### src/rtl/seg_scan_driver.sv
// seg_scan_driver: self-timed scan multiplexer for common-anode 7-segment /
// LED-group displays. An internal prescaler walks the digit index; the
// active digit's nibble, point and LE bits are routed out with dead time,
// per-digit blink and leading-zero blanking applied to the anode enables.
// All outputs are registered, one cycle behind the internal scan state.
module seg_scan_driver #(
  parameter int DIGITS       = 8,
  parameter int SCAN_DIV     = 100000,
  parameter int DEAD         = 2,
  parameter int BLINK_FRAMES = 64,
  localparam int IW = (DIGITS > 1) ? $clog2(DIGITS) : 1
) (
  input  logic                  clk,
  input  logic                  rst_n,
  input  logic                  en,
  input  logic [4*DIGITS-1:0]   hexs,
  input  logic [DIGITS-1:0]     points,
  input  logic [DIGITS-1:0]     les,
  input  logic [DIGITS-1:0]     blink,
  input  logic                  lz_blank,
  output logic [3:0]            hex,
  output logic                  p,
  output logic                  le,
  output logic [DIGITS-1:0]     an,
  output logic [IW-1:0]         scan
);

  localparam int CW = (SCAN_DIV > 1) ? $clog2(SCAN_DIV) : 1;
  localparam int FW = (BLINK_FRAMES > 1) ? $clog2(BLINK_FRAMES) : 1;

  localparam logic [CW-1:0] CNT_LAST   = CW'(SCAN_DIV - 1);
  localparam logic [CW-1:0] DEAD_C     = CW'(DEAD);
  localparam logic [IW-1:0] IDX_LAST   = IW'(DIGITS - 1);
  localparam logic [FW-1:0] FRAME_LAST = FW'(BLINK_FRAMES - 1);
  localparam logic [DIGITS-1:0] ONE_HOT0 = {{(DIGITS-1){1'b0}}, 1'b1};

  // scan state: prescaler count, digit index, frame count, blink phase
  logic [CW-1:0] cnt;
  logic [IW-1:0] idx;
  logic [FW-1:0] frame;
  logic          phase;

  logic slot_end;
  logic frame_end;

  assign slot_end  = en && (cnt == CNT_LAST);
  assign frame_end = slot_end && (idx == IDX_LAST);

  // Prescaler, digit index and blink framing; everything freezes while en=0
  always_ff @(posedge clk or negedge rst_n) begin
    if (!rst_n) begin
      cnt   <= '0;
      idx   <= '0;
      frame <= '0;
      phase <= 1'b0;
    end else if (en) begin
      if (slot_end) begin
        cnt <= '0;
        idx <= (idx == IDX_LAST) ? '0 : idx + IW'(1);
      end else begin
        cnt <= cnt + CW'(1);
      end
      if (frame_end) begin
        if (frame == FRAME_LAST) begin
          frame <= '0;
          phase <= ~phase;
        end else begin
          frame <= frame + FW'(1);
        end
      end
    end
  end

  // zero_from_p0[i] is set when nibbles i..DIGITS-1 are all zero, i.e.
  // digit i lies inside the leading-zero run
  logic [DIGITS-1:0] zero_from_p0;

  // Leading-zero run detection, scanning down from the most significant digit
  always_comb begin
    zero_from_p0 = '0;
    zero_from_p0[DIGITS-1] = (hexs[4*(DIGITS-1) +: 4] == 4'h0);
    for (int i = DIGITS - 2; i >= 0; i--) begin
      zero_from_p0[i] = zero_from_p0[i+1] && (hexs[4*i +: 4] == 4'h0);
    end
  end

  logic blank_p0;

  // Anode blanking decision for the current slot; digit 0 never counts as a
  // leading zero so a value of zero still shows a single "0"
  always_comb begin
    blank_p0 = 1'b0;
    if (!en)                                      blank_p0 = 1'b1;
    if (cnt < DEAD_C)                             blank_p0 = 1'b1;
    if (blink[idx] && phase)                      blank_p0 = 1'b1;
    if (lz_blank && (idx != '0) && zero_from_p0[idx]) blank_p0 = 1'b1;
  end

  // Output register: data follows idx unconditionally, only anodes are blanked
  always_ff @(posedge clk or negedge rst_n) begin
    if (!rst_n) begin
      hex  <= 4'h0;
      p    <= 1'b0;
      le   <= 1'b0;
      an   <= '1;
      scan <= '0;
    end else begin
      hex  <= hexs[{idx, 2'b00} +: 4];
      p    <= points[idx];
      le   <= les[idx];
      scan <= idx;
      an   <= blank_p0 ? '1 : ~(ONE_HOT0 << idx);
    end
  end

endmodule

### config.mk
export PLATFORM = sky130hd
export DESIGN_NAME = seg_scan_driver
export DESIGN_NICKNAME = d
export VERILOG_FILES = /design/src/rtl/seg_scan_driver.sv
export SDC_FILE = /design/constraint.sdc
export NUM_CORES = 1
export LEC_CHECK = 0
export BUFFER_PORTS_ARGS = -buffer_cell sky130_fd_sc_hd__buf_2
export CORE_ASPECT_RATIO = 2
export CORE_MARGIN = 2
export CORE_UTILIZATION = 35
export DETAILED_ROUTE_END_ITERATION = 7
export PLACE_DENSITY_LB_ADDON = 0.12
export SLEW_MARGIN = 20
export SYNTH_ARGS = -nofsm -noshare
export SYNTH_HDL_FRONTEND = slang
export SYNTH_SLANG_ARGS = --single-unit
### constraint.sdc
create_clock -name clk -period 6.55 [get_ports clk]
set_input_delay 0.3275 -clock clk [delete_from_list [all_inputs] [get_ports clk]]
set_output_delay 0.3275 -clock clk [all_outputs]
set_load 0.05 [all_outputs]
* Yosys cells after proc, flatten, opt, wreduce, memory -nomap -nowiden
Cells that the tools add are included.
** Cells by class
- Multiplexer cells :: 16
- Reductions and logical operators :: 24
- Bitwise operators :: 2
- Equality and inequality tests :: 3
- Magnitude comparators :: 2
- Shift-type cells :: 2
- Add/subtract/negate cells :: 3
** Operator list (count)
- logical NOT 4 bit :: 8
- variable part select 32 x 6 -> 4 bit :: 1
- adder 17 x 1 -> 17 bit (second input constant) :: 1
- equality test 17 bit (second input constant) :: 1
- less-than comparator 17 x 2 -> 1 bit (second input constant) :: 1
- two-way mux 17 bit :: 1
- binary-select mux 1 bit (select 3 bit) :: 4
- logical AND 1 bit :: 12
- two-way mux 1 bit :: 8
- two-way mux 8 bit :: 1
- inverter 8 bit :: 1
- left shift 1 x 3 -> 8 bit (first input constant) :: 1
- adder 6 x 1 -> 6 bit (second input constant) :: 1
- equality test 6 bit (second input constant) :: 1
- two-way mux 6 bit :: 1
- less-than comparator 3 x 4 -> 1 bit (second input constant) :: 1
- AND reduction 2 bit :: 2
- adder 3 x 1 -> 3 bit (second input constant) :: 1
- equality test 3 bit (second input constant) :: 1
- two-way mux 3 bit :: 1
- AND reduction 3 bit :: 1
- nonzero test 3 bit :: 1
- inverter 1 bit :: 1
** Word-level totals
- Input bits :: 60
- Flip-flop bits (word level) :: 44

* Longest topological paths before layout
- Depth in word-level cells :: 13
- Mapped depth :: 7

* Worst setup path before layout
No wires, ideal clock.
- Path kind :: flip-flop to flip-flop
- From :: reg idx[0]
- To :: reg an[1]
- Stages on the path, launching flop included :: 8
- Clock period less this slack :: 2.180 ns
- Setup time :: 0.081 ns
- Arrival time :: 2.099 ns
- Path slack :: 4.370 ns
- Cells stage by stage :: dfrtp_1 buf_2 buf_2 inv_1 ha_1 a211o_1 a2111o_1 o211ai_1
** Between the ends
- Word-level cells in the longest chain between the ends :: 6
- Elaborated cells on any way between the ends :: 13
- Those cells by class :: shift: 1; mux: 7; bitwise: 1; reduce/logical: 4
** RTL lines
- start: declaration :: line 39 : logic [IW-1:0] idx;
- start signal: assignment :: line 59 : idx <= (idx == IDX_LAST) ? '0 : idx + IW'(1);
- binary-select mux 1 bit (select 3 bit) :: line 95 : if (blink[idx] && phase) blank_p0 = 1'b1;
- two-way mux 1 bit (implied by the code) :: line 95
- logical AND 1 bit :: line 95
- two-way mux 1 bit :: line 95
- two-way mux 1 bit :: line 96 : if (lz_blank && (idx != '0) && zero_from_p0[idx]) blank_p0 = 1'b1;
- two-way mux 8 bit * :: line 112 : an <= blank_p0 ? '1 : ~(ONE_HOT0 << idx);
- end signal: assignment :: line 112
- end: declaration :: line 24 : output logic [DIGITS-1:0] an,
Mark *: on every way between the ends. The rest lies on a longest branch, timed or not. The select of a mux whose other input is x is not followed.
A chain may end at the register's enable or synchronous reset.

* Worst setup path after layout
- From :: reg idx[0]
- To :: reg an[7]
Same word-level chain as after synthesis.

==> flow_metrics.py <==
metrics = {
    "outcome": {
        "status": "finished, final reports clean",
    },
    "setup_path": {
        "worst-r2r-setup-slack_ns": 3.95,
        "arrival_ns": 2.80,
        "start_kind": "flip-flop",
        "criticalPathCategory": "flip-flop to flip-flop",
        "cp_max_fo": 22,
        "crit_path_end_kind": "flip-flop",
        "reg2reg_from": "idx[0]",
        "critPathRequiredTime_ns": 6.76,
        "cp-startpoint": "idx[0]",
    },
    "pwr": {
        "netSwitchingPower_mw": 0.173,
        "peakVddDrop_mv": 0.109,
        "leakagePower_nw": 1.36,
        "power_frac_comb": 0.134,
        "clockPowerShare": 0.391,
        "power.density_nw_per_um2": 208,
        "p_seq_frac": 0.475,
        "totalPowerFinal_mw": 0.659,
        "p_int_mw": 0.486,
        "p_sw_frac": 0.263,
    },
    "drt": {
        "initialDrtViolationCount": 63,
        "wl_per_cell_microns": 16.6,
        "highest_layer": "met4",
        "met3_length_microns": 316,
        "routed_wl_mm": 6.69,
        "via_per_inst": 5.43,
        "first_pass_iters": 4,
        "ant_nets": 0,
        "wl_met1_mm": 2.18,
        "vias": 2195,
        "drc_errors": 0,
        "wl_met2_mm": 4.01,
    },
    "finish": {
        "post-route-util": 0.452,
        "layout.nets": 381,
        "drive_gt1_frac": 0.350,
        "layout_common_cells": "buf_2 (76), dfrtp_1 (36), nand2_1 (30)",
        "diodes": 0,
        "area.growth.synth_to_final_pct": 24.8,
        "final_common_cell": "buf_2",
    },
    "die": {
        "dieArea_sq_um": 7980,
        "start_util": 0.363,
        "die_w_microns": 64.2,
        "rows": 43,
        "core_sq_um": 6990,
        "fp.dieH_microns": 124,
        "io_pins": 77,
    },
    "synthesis": {
        "synth.top_cell.area_share": 0.355,
        "postSynthCellCount": 238,
        "synthFlopType": "dfrtp_1",
        "ys_seq_elements": 44,
        "synth_seq_area_share": 0.438,
        "synthTopCellsByArea": "dfrtp_1 (36%), mux4_2 (11%), dfstp_2 (8.3%), nand2_1 (4.4%), ha_1 (3.9%)",
        "yosys_warnings": 0,
        "syn_area_sq_um": 2540,
        "synth-edff-count": 0,
        "async_reset_ff_frac": 1.00,
        "synth_top_area_cell": "dfrtp_1",
        "synth.avg_cell_area_sq_um": 10.7,
        "synth_nets": 306,
        "ys_types": 47,
    },
    "clock_tree": {
        "cts_resized": 0,
        "clkTransAtPathRegs_ns": 0.06,
        "cts_tree": "built",
        "cts_buffers": 5,
        "cts_buffer_depth": 2,
        "htree_levels": 2,
        "cts_sinks": 44,
        "clk_latency_ns": 0.29,
        "cts-root-buf": "clkbuf_16",
    },
    "sta": {
        "tns_ns": 0,
        "fin_worst_skew_ns": 0.00757,
        "final-max-slew-violation-count": 0,
        "slew_headroom": 0.324,
        "finalHoldViolations": 0,
        "setup_viol": 0,
        "final.setup.worst_slack_ns": 3.95,
        "max_freq_mhz": 385,
        "tightest_slew_ns": 1.01,
        "whs_ns": 0.417,
        "fin_crit_sh": 0.397,
        "fin_crit_ns": 2.60,
        "rsz0062_at_grt": "no",
    },
    "grt": {
        "grt_max_degree": 45,
        "overflow": 0,
        "antenna_found_initial": 0,
        "grt_pass1_vias": 2285,
        "grt_first_pass_wirelength_mm": 10.9,
        "track_usage": 0.177,
    },
    "place": {
        "place_congestion": 0.888,
        "port_buffers": 76,
        "place_hpwl_mm": 5.38,
        "pre_cts_ws_ns": 3.93,
    },
    "job": {
        "drv_cap": 0,
    },
    "hold_path": {
        "hold_class": "input pin to flip-flop",
        "hold_start": "en",
    },
}
-- per-layer routing --
| metal | track usage | vias up |
|---|---|---|
| li1 | - | 1034 |
| met5 | 0 | - |
| met3 | 0.0280 | 10 |
| met4 | 0.0801 | 0 |
| met1 | 0.173 | 1072 |
| met2 | 0.345 | 79 |
-- cell families (layout without fill, tap and decap cells) --
logic type               after synthesis  in the layout  share of synthesized area
flip-flops                            44             44                      0.438
AO/OA/AOI/OAI                         33             33                     0.0913
buffers and inverters                 16             92                     0.0252
multiplexers                          19             19                      0.143
XOR/XNOR                              16             16                     0.0553
adder cells (fa/ha/maj)                8              8                     0.0395
AND/OR/NAND/NOR                      102            102                      0.208
-- worst max-delay path, cell delays in order (launching register included) --
cell	delay, ns
dfrtp_1	1.01
inv_1	0.23
ha_1	0.30
a211o_1	0.30
a2111o_1	0.46
o211ai_1	0.21
-- final timing paths --
check / end / cells past startpoint
worst max-delay path: an[7] / 5
worst min-delay path: cnt[2] / 3
worst max register to register: an[7] / 5
worst min register to register: frame[4] / 1
max in group asynchronous: an[6] / 3
min in group asynchronous: cnt[9] / 2
-- state kept, by name, indices dropped and copies added, names as in the netlist --
signal,count
frame,6
phase,1
le,1
p,1
idx,3
hex,4
an,8
scan,3
cnt,17
-- stage by stage --
step	std cells	area (sq um)
final	404	3160
after global routing	404	3160
after CTS	402	3130
after detailed placement	394	2990
after global placement	394	2990
after floorplan	238	2540
-- power groups by stage --
stage               Sequential [mW]  Clock, mW  Combinational [mW]
floorplan                     0.319          0              0.0445
global placement              0.318          0              0.0870
detailed placement            0.318          0              0.0877
CTS                           0.314      0.261              0.0881
global route                  0.316      0.272              0.0980
finish                        0.313      0.258              0.0884
-- layout make-up --
cell class / count / area, sq um
fill: 737 / 3830
timing repair buffer: 78 / 410
sequential: 44 / 1110
inverter: 6 / 22.5
multi-input combinational: 178 / 1360
tap: 90 / 113
clock buffer: 8 / 146
-- cells in the mapped netlist, types with 2 or more instances --
cell type	number
dfstp_2	8
o21ai_0	7
nor4_1	8
nor3_1	4
ha_1	8
mux4_2	12
nor2_1	15
buf_2	3
xnor2_1	11
and4_1	2
nand2b_1	3
a211oi_1	2
o21bai_1	2
nand3_1	12
mux2_2	4
or4_1	2
and3_1	3
buf_1	3
nand2_1	30
a21oi_1	6
mux2i_1	2
xor2_1	5
or3_1	2
and2_1	4
clkbuf_1	4
nand4_1	13
o211ai_1	4
dfrtp_1	36
inv_1	5
-- repair_timing --
action	CTS	global route
hold buffers	0	1
hold endpoints to repair	0	14
setup buffers	0	0
(Power assumes the default switching activity.)
